`src/rtl/ram_port_arbiter_pkg.sv`:
```
// Shared definitions for the two-master RAM port arbiter: FSM encoding,
// default widths and port ids.
package ram_port_arbiter_pkg;

    localparam int ADDR_W_DEF = 10;
    localparam int LINE_W_DEF = 20;

    localparam logic PORT_DCACHE = 1'b0;
    localparam logic PORT_IFETCH = 1'b1;

    typedef enum logic [1:0] {
        ST_IDLE = 2'd0,
        ST_WAIT = 2'd1,
        ST_RESP = 2'd2
    } arb_state_t;

endpackage

```
`src/rtl/ram_port_arbiter_rr_pick2.sv`:
```
// Combinational two-way pick: a single requester always wins; a tie goes to
// port 0 (fixed priority) or to the port that was not granted last (round-robin).
module rr_pick2
    import ram_port_arbiter_pkg::*;
#(
    parameter int FIXED_PRIO = 0
) (
    input  logic req0,
    input  logic req1,
    input  logic last_grant,
    output logic grant,
    output logic valid
);

    always_comb begin
        valid = req0 | req1;
        grant = PORT_DCACHE;
        if (req0 && req1) begin
            grant = (FIXED_PRIO != 0) ? PORT_DCACHE : ~last_grant;
        end else if (req1) begin
            grant = PORT_IFETCH;
        end
    end

endmodule

```
`src/rtl/ram_port_arbiter.sv`:
```
// Shares one line-wide RAM port between the data cache (port 0) and instruction
// fetch (port 1); one registered RAM transaction at a time, with timeout.
module ram_port_arbiter
    import ram_port_arbiter_pkg::*;
#(
    parameter int ADDR_W     = ADDR_W_DEF,
    parameter int LINE_W     = LINE_W_DEF,
    parameter int TIMEOUT    = 15,
    parameter int FIXED_PRIO = 0
) (
    input  logic              clk,
    input  logic              rst,
    input  logic              p0_req,
    input  logic              p0_rw,
    input  logic [ADDR_W-1:0] p0_addr,
    input  logic [LINE_W-1:0] p0_wdata,
    output logic              p0_ready,
    output logic [LINE_W-1:0] p0_rdata,
    input  logic              p1_req,
    input  logic              p1_rw,
    input  logic [ADDR_W-1:0] p1_addr,
    input  logic [LINE_W-1:0] p1_wdata,
    output logic              p1_ready,
    output logic [LINE_W-1:0] p1_rdata,
    output logic              mem_req,
    output logic              mem_rw,
    output logic [ADDR_W-1:0] mem_addr,
    output logic [LINE_W-1:0] mem_wdata,
    output logic              mem_oe,
    input  logic [LINE_W-1:0] mem_rdata,
    input  logic              mem_ready,
    output logic              busy,
    output logic              err,
    output logic [1:0]        dbg_state
);

    // Handshake: a master holds pX_req with stable rw/addr/wdata until it sees a
    // one-cycle pX_ready; a req still high in the following IDLE cycle is a new
    // request. Toward the RAM, mem_req holds with stable fields until mem_ready
    // is sampled high at a rising edge.

    localparam int CNT_W = $clog2(TIMEOUT) + 1;

    arb_state_t        state, state_nxt;
    logic              grant_q, last_grant, rw_q, err_q;
    logic [ADDR_W-1:0] addr_q;
    logic [LINE_W-1:0] wdata_q;
    logic [LINE_W-1:0] p0_rdata_q, p1_rdata_q;
    logic [CNT_W-1:0]  cnt;
    logic              pick_grant, pick_valid;
    logic              timed_out, done;
    logic [LINE_W-1:0] done_line;

    rr_pick2 #(.FIXED_PRIO(FIXED_PRIO)) u_pick (
        .req0       (p0_req),
        .req1       (p1_req),
        .last_grant (last_grant),
        .grant      (pick_grant),
        .valid      (pick_valid)
    );

    // mem_ready wins over the timeout when both land on the same edge.
    assign timed_out = (cnt == CNT_W'(TIMEOUT - 1));
    assign done      = mem_ready | timed_out;
    assign done_line = (mem_ready && !rw_q) ? mem_rdata : '0;

    always_comb begin
        state_nxt = state;
        unique case (state)
            ST_IDLE: if (pick_valid) state_nxt = ST_WAIT;
            ST_WAIT: if (done) state_nxt = ST_RESP;
            ST_RESP: state_nxt = ST_IDLE;
            default: state_nxt = ST_IDLE;
        endcase
    end

    always_ff @(posedge clk or negedge rst) begin
        if (!rst) begin
            state      <= ST_IDLE;
            grant_q    <= PORT_DCACHE;
            last_grant <= PORT_IFETCH;
            rw_q       <= 1'b0;
            addr_q     <= '0;
            wdata_q    <= '0;
            err_q      <= 1'b0;
            cnt        <= '0;
            p0_rdata_q <= '0;
            p1_rdata_q <= '0;
        end else begin
            state <= state_nxt;
            unique case (state)
                ST_IDLE: begin
                    if (pick_valid) begin
                        grant_q    <= pick_grant;
                        last_grant <= pick_grant;
                        rw_q       <= pick_grant ? p1_rw    : p0_rw;
                        addr_q     <= pick_grant ? p1_addr  : p0_addr;
                        wdata_q    <= pick_grant ? p1_wdata : p0_wdata;
                        cnt        <= '0;
                        err_q      <= 1'b0;
                    end
                end
                ST_WAIT: begin
                    if (done) begin
                        err_q <= ~mem_ready;
                        if (grant_q == PORT_IFETCH) p1_rdata_q <= done_line;
                        else                        p0_rdata_q <= done_line;
                    end else begin
                        cnt <= cnt + CNT_W'(1);
                    end
                end
                default: ;
            endcase
        end
    end

    assign mem_req   = (state == ST_WAIT);
    assign mem_rw    = rw_q;
    assign mem_addr  = addr_q;
    assign mem_wdata = wdata_q;
    assign mem_oe    = mem_req & rw_q;
    assign p0_ready  = (state == ST_RESP) && (grant_q == PORT_DCACHE);
    assign p1_ready  = (state == ST_RESP) && (grant_q == PORT_IFETCH);
    assign p0_rdata  = p0_rdata_q;
    assign p1_rdata  = p1_rdata_q;
    assign err       = (state == ST_RESP) & err_q;
    assign busy      = (state != ST_IDLE);
    assign dbg_state = state;

endmodule

```
`config.mk`:
```
export PLATFORM = sky130hd
export DESIGN_NAME = ram_port_arbiter
export DESIGN_NICKNAME = d
export VERILOG_FILES = /design/src/rtl/ram_port_arbiter_pkg.sv /design/src/rtl/ram_port_arbiter_rr_pick2.sv /design/src/rtl/ram_port_arbiter.sv
export SDC_FILE = /design/constraint.sdc
export NUM_CORES = 1
export LEC_CHECK = 0
export ABC_AREA = 1
export CAP_MARGIN = 0
export CORE_MARGIN = 4
export CORE_UTILIZATION = 42
export DETAILED_ROUTE_END_ITERATION = 10
export GPL_TIMING_DRIVEN = 0
export PLACE_DENSITY = 0.81
export REMOVE_ABC_BUFFERS = 1
export SLEW_MARGIN = 20
export SYNTH_ARGS = -nofsm -noshare
export SYNTH_HDL_FRONTEND = slang
export SYNTH_SLANG_ARGS = --single-unit
export TNS_END_PERCENT = 10
```
`constraint.sdc`:
```
create_clock -name clk -period 1.93 [get_ports clk]
set_input_delay 0.193 -clock clk [delete_from_list [all_inputs] [get_ports clk]]
set_output_delay 0.193 -clock clk [all_outputs]
set_load 0.01 [all_outputs]
```
==> metrics.md <==
| Metric | Value |
|---|---|
| Outcome | complete, no violations |
| Max-capacitance violation count | 0 |
| R2R cell count | 9 |
| Row cnt | 34 |
| Vias per std cell | 5.111 |
| Flops & latches, synth | 81 |
| Worst vdd ir | 0.0006933 V |
| Worst slew pin tran | 0.7829 ns |
| Placer Congestion | 0.7783 |
| RR Endpoint | p0_rdata[17] |
| Finish-stage setup viols | 0 |
| CP arrival | 1.65 ns |
| Cts bufs inserted | 9 |
| Reg-to-reg critical path startpoint | cnt[0] |
| Root Buffer Master | clkbuf_8 |
| Critical Path Source Type | flop |
| Die Y | 102.1 microns |
| DP HPWL | 7622 microns |
| Crit path max fanout | 6 |
| Most frequent cells in the layout | clkdlybuf4s50_1, nand2_1, dfrtp_1 |
| # DRC | 0 |
| Core Box Area | 8678 sq um |
| Dpl ws | -0.7450 ns |
| DR vias | 3695 |
| Total congestion overflow | 0 |
| Pwr per Cell Area | 1414 nW/um^2 |
| GRT Total Usage | 0.2168 |
| N_diodes | 0 |
| Worst setup path endpoint | mem_req |
| CTS tree | yes |
| Placement Cell Area | 5356 sq um |
| Max Clock Skew | 0.01183 ns |
| Crit end category | primary output |
| Warnings from Yosys | 0 |
| Clk_lat worst skew | 0.33 ns |
| Antenna Nets Post-Route | 0 |
| Average wire per standard cell | 15.65 microns |
| Critical path class | flop to primary output |
| Initial core utilization | 0.4289 |
| Final #Nets | 699 |
| DR iter-0 viols | 121 |
| Max Slew Vio Count | 0 |
| Rel. slew slack | 0.4768 |
| Share of cells above drive strength 1 | 0.06179 |
| Leak pwr | 2.664 nW |
| Fmax achieved | 0.5433 GHz |
| Max H-tree Level | 3 |
| WL final | 11310 microns |
| TritonRoute pass-1 iters | 5 |
| R2R Setup Slk | 0.14 ns |
| Number of fill cells | 752 |
| HP Class | input pin to asynchronous set/reset pin |
| Finished Cell Area | 5663 sq um |
| DIE WIDTH | 102.1 microns |
| First-pass GRT wire length | 17920 microns |
| Setup WS post-layout | 0.08938 ns |
| RSZ-0062 raised after global routing | true |
| Largest net degree at the start of global routing | 52 |
| Post-route minimum period | 1.841 ns |
| Syn avg cell area | 8.181 sq um |
| Worst Path Required | 1.74 ns |
| Ports | 166 |
| Synthesized instance count | 455 |
| Seq/Total Area, Yosys | 0.5449 |
| Vias in the first global route | 3755 |
| Clock transition at path regs | 0.08 ns |
| Clk buf depth | 2 |
| Crit path from | dbg_state[1] |
| Buffers on Ports | 165 |
| Yosys cell types | 22 |
| Netlist Area Pre-Place | 3722 sq um |
| Clock Sinks | 81 |
| Final Hold Viols | 0 |
| Die area | 10430 sq um |
| Initial antenna violation count | 0 |
| Synthesis-to-layout area growth | 52.13% |
| Period Utilization, post-route | 0.9537 |
| Commonest non-fill, non-tap cell in the layout | clkdlybuf4s50_1 |
-- synthesized netlist by cell type, drive strengths merged --
cell type / n / area (sq um)
clkbuf: 6 / 22.52
dfrtp: 80 / 2002
nand4: 20 / 125.1
buf: 24 / 150.1
ha: 2 / 25.02
xor2: 2 / 17.52
o21ai: 68 / 340.3
inv: 33 / 123.9
nand2: 128 / 493.0
dfstp: 1 / 26.28
nand3: 30 / 155.1
xnor2: 1 / 8.760
nor2: 60 / 232.7
-- sequential cells by signal (all words and copies together) (netlist names) --
name / flops
grant_q: 1
mem_rw: 1
err_q: 1
dbg_state: 2
mem_addr: 10
last_grant: 1
mem_wdata: 20
p0_rdata: 20
p1_rdata: 20
cnt: 5
-- worst min-delay path by stage --
stage | start | to | slack (ns) | depth (start not counted)
after CTS | p1_addr[7] | mem_addr[7] | 0.44 | 3
final | rst | dbg_state[1] | 0.45 | 2
after floorplan | rst | cnt[0] | -0.10 | 0
after global routing | p1_addr[7] | mem_addr[7] | 0.44 | 3
after detailed placement | rst | p1_rdata[12] | 0.27 | 1
after global placement | p1_rdata[13] | p1_rdata[13] | 0.45 | 2
-- cells by family after synthesis --
logic type	share of synthesized area
xor gates and xnor gates	0.007060
DFF	0.5449
AOI/OAI and AO/OA	0.09143
and+or+nand+nor	0.2703
adders and majority gates	0.006722
buffers and inverters	0.07966
-- per-stage QoR --
step	std cells	TNS (ns)	power [mW]	utilization	hold slack [ns]
floorplan	425	-3.845	4.404	-	-0.1026
finish	723	0	8.008	0.6525	0.4468
CTS	722	0	8.035	0.6515	0.4366
global placement	698	-217.91	6.474	0.6149	0.4536
global route	723	-0.02518	8.594	0.6525	0.4379
detailed placement	699	-39.88	6.579	0.6172	0.2705
-- critical path, cell delays in order (launching register included) --
cell             delay (ns)
dfrtp_1                0.41
inv_2                  0.08
nand2_2                0.15
clkinvlp_4             0.14
clkdlybuf4s50_1        0.53
-- where the power goes --
part	switching [mW]	internal [mW]
sequential	0.441	2.42
clock	0.594	0.673
combinational	2.01	1.87
total	3.05	4.96
-- metal layers --
layer  wire length [microns]  vias to the layer above  GRT usage
met5                       0                        -          0
met4                     123                        0    0.07871
met3                    1315                       12    0.07713
met2                    5338                      175     0.3453
met1                    4536                     1741     0.2735
li1                        -                     1767          -
-- timing repair --
item	in CTS	in global routing
cloned	3	1
hold buffers	1	0
setup endpoints to repair	81	45
pin swaps	1	2
buffers inserted	3	0
hold endpoints to repair	49	0
resized for setup	11	1
-- layout make-up --
| cell class | count | area [sq um] | share of cell area |
|---|---|---|---|
| Tap cell | 108 | 135.1 | 0.02386 |
| Timing Repair Buffer | 170 | 1704 | 0.3009 |
| Clock buffer | 14 | 162.7 | 0.02872 |
| Sequential cell | 81 | 2028 | 0.3582 |
| Timing Repair inverter | 2 | 10.01 | 0.001768 |
| Clock inverter | 2 | 37.54 | 0.006628 |
| Inverter | 33 | 133.9 | 0.02364 |
| Multi-Input combinational cell | 313 | 1451 | 0.2563 |
(Power assumes the default switching activity.)
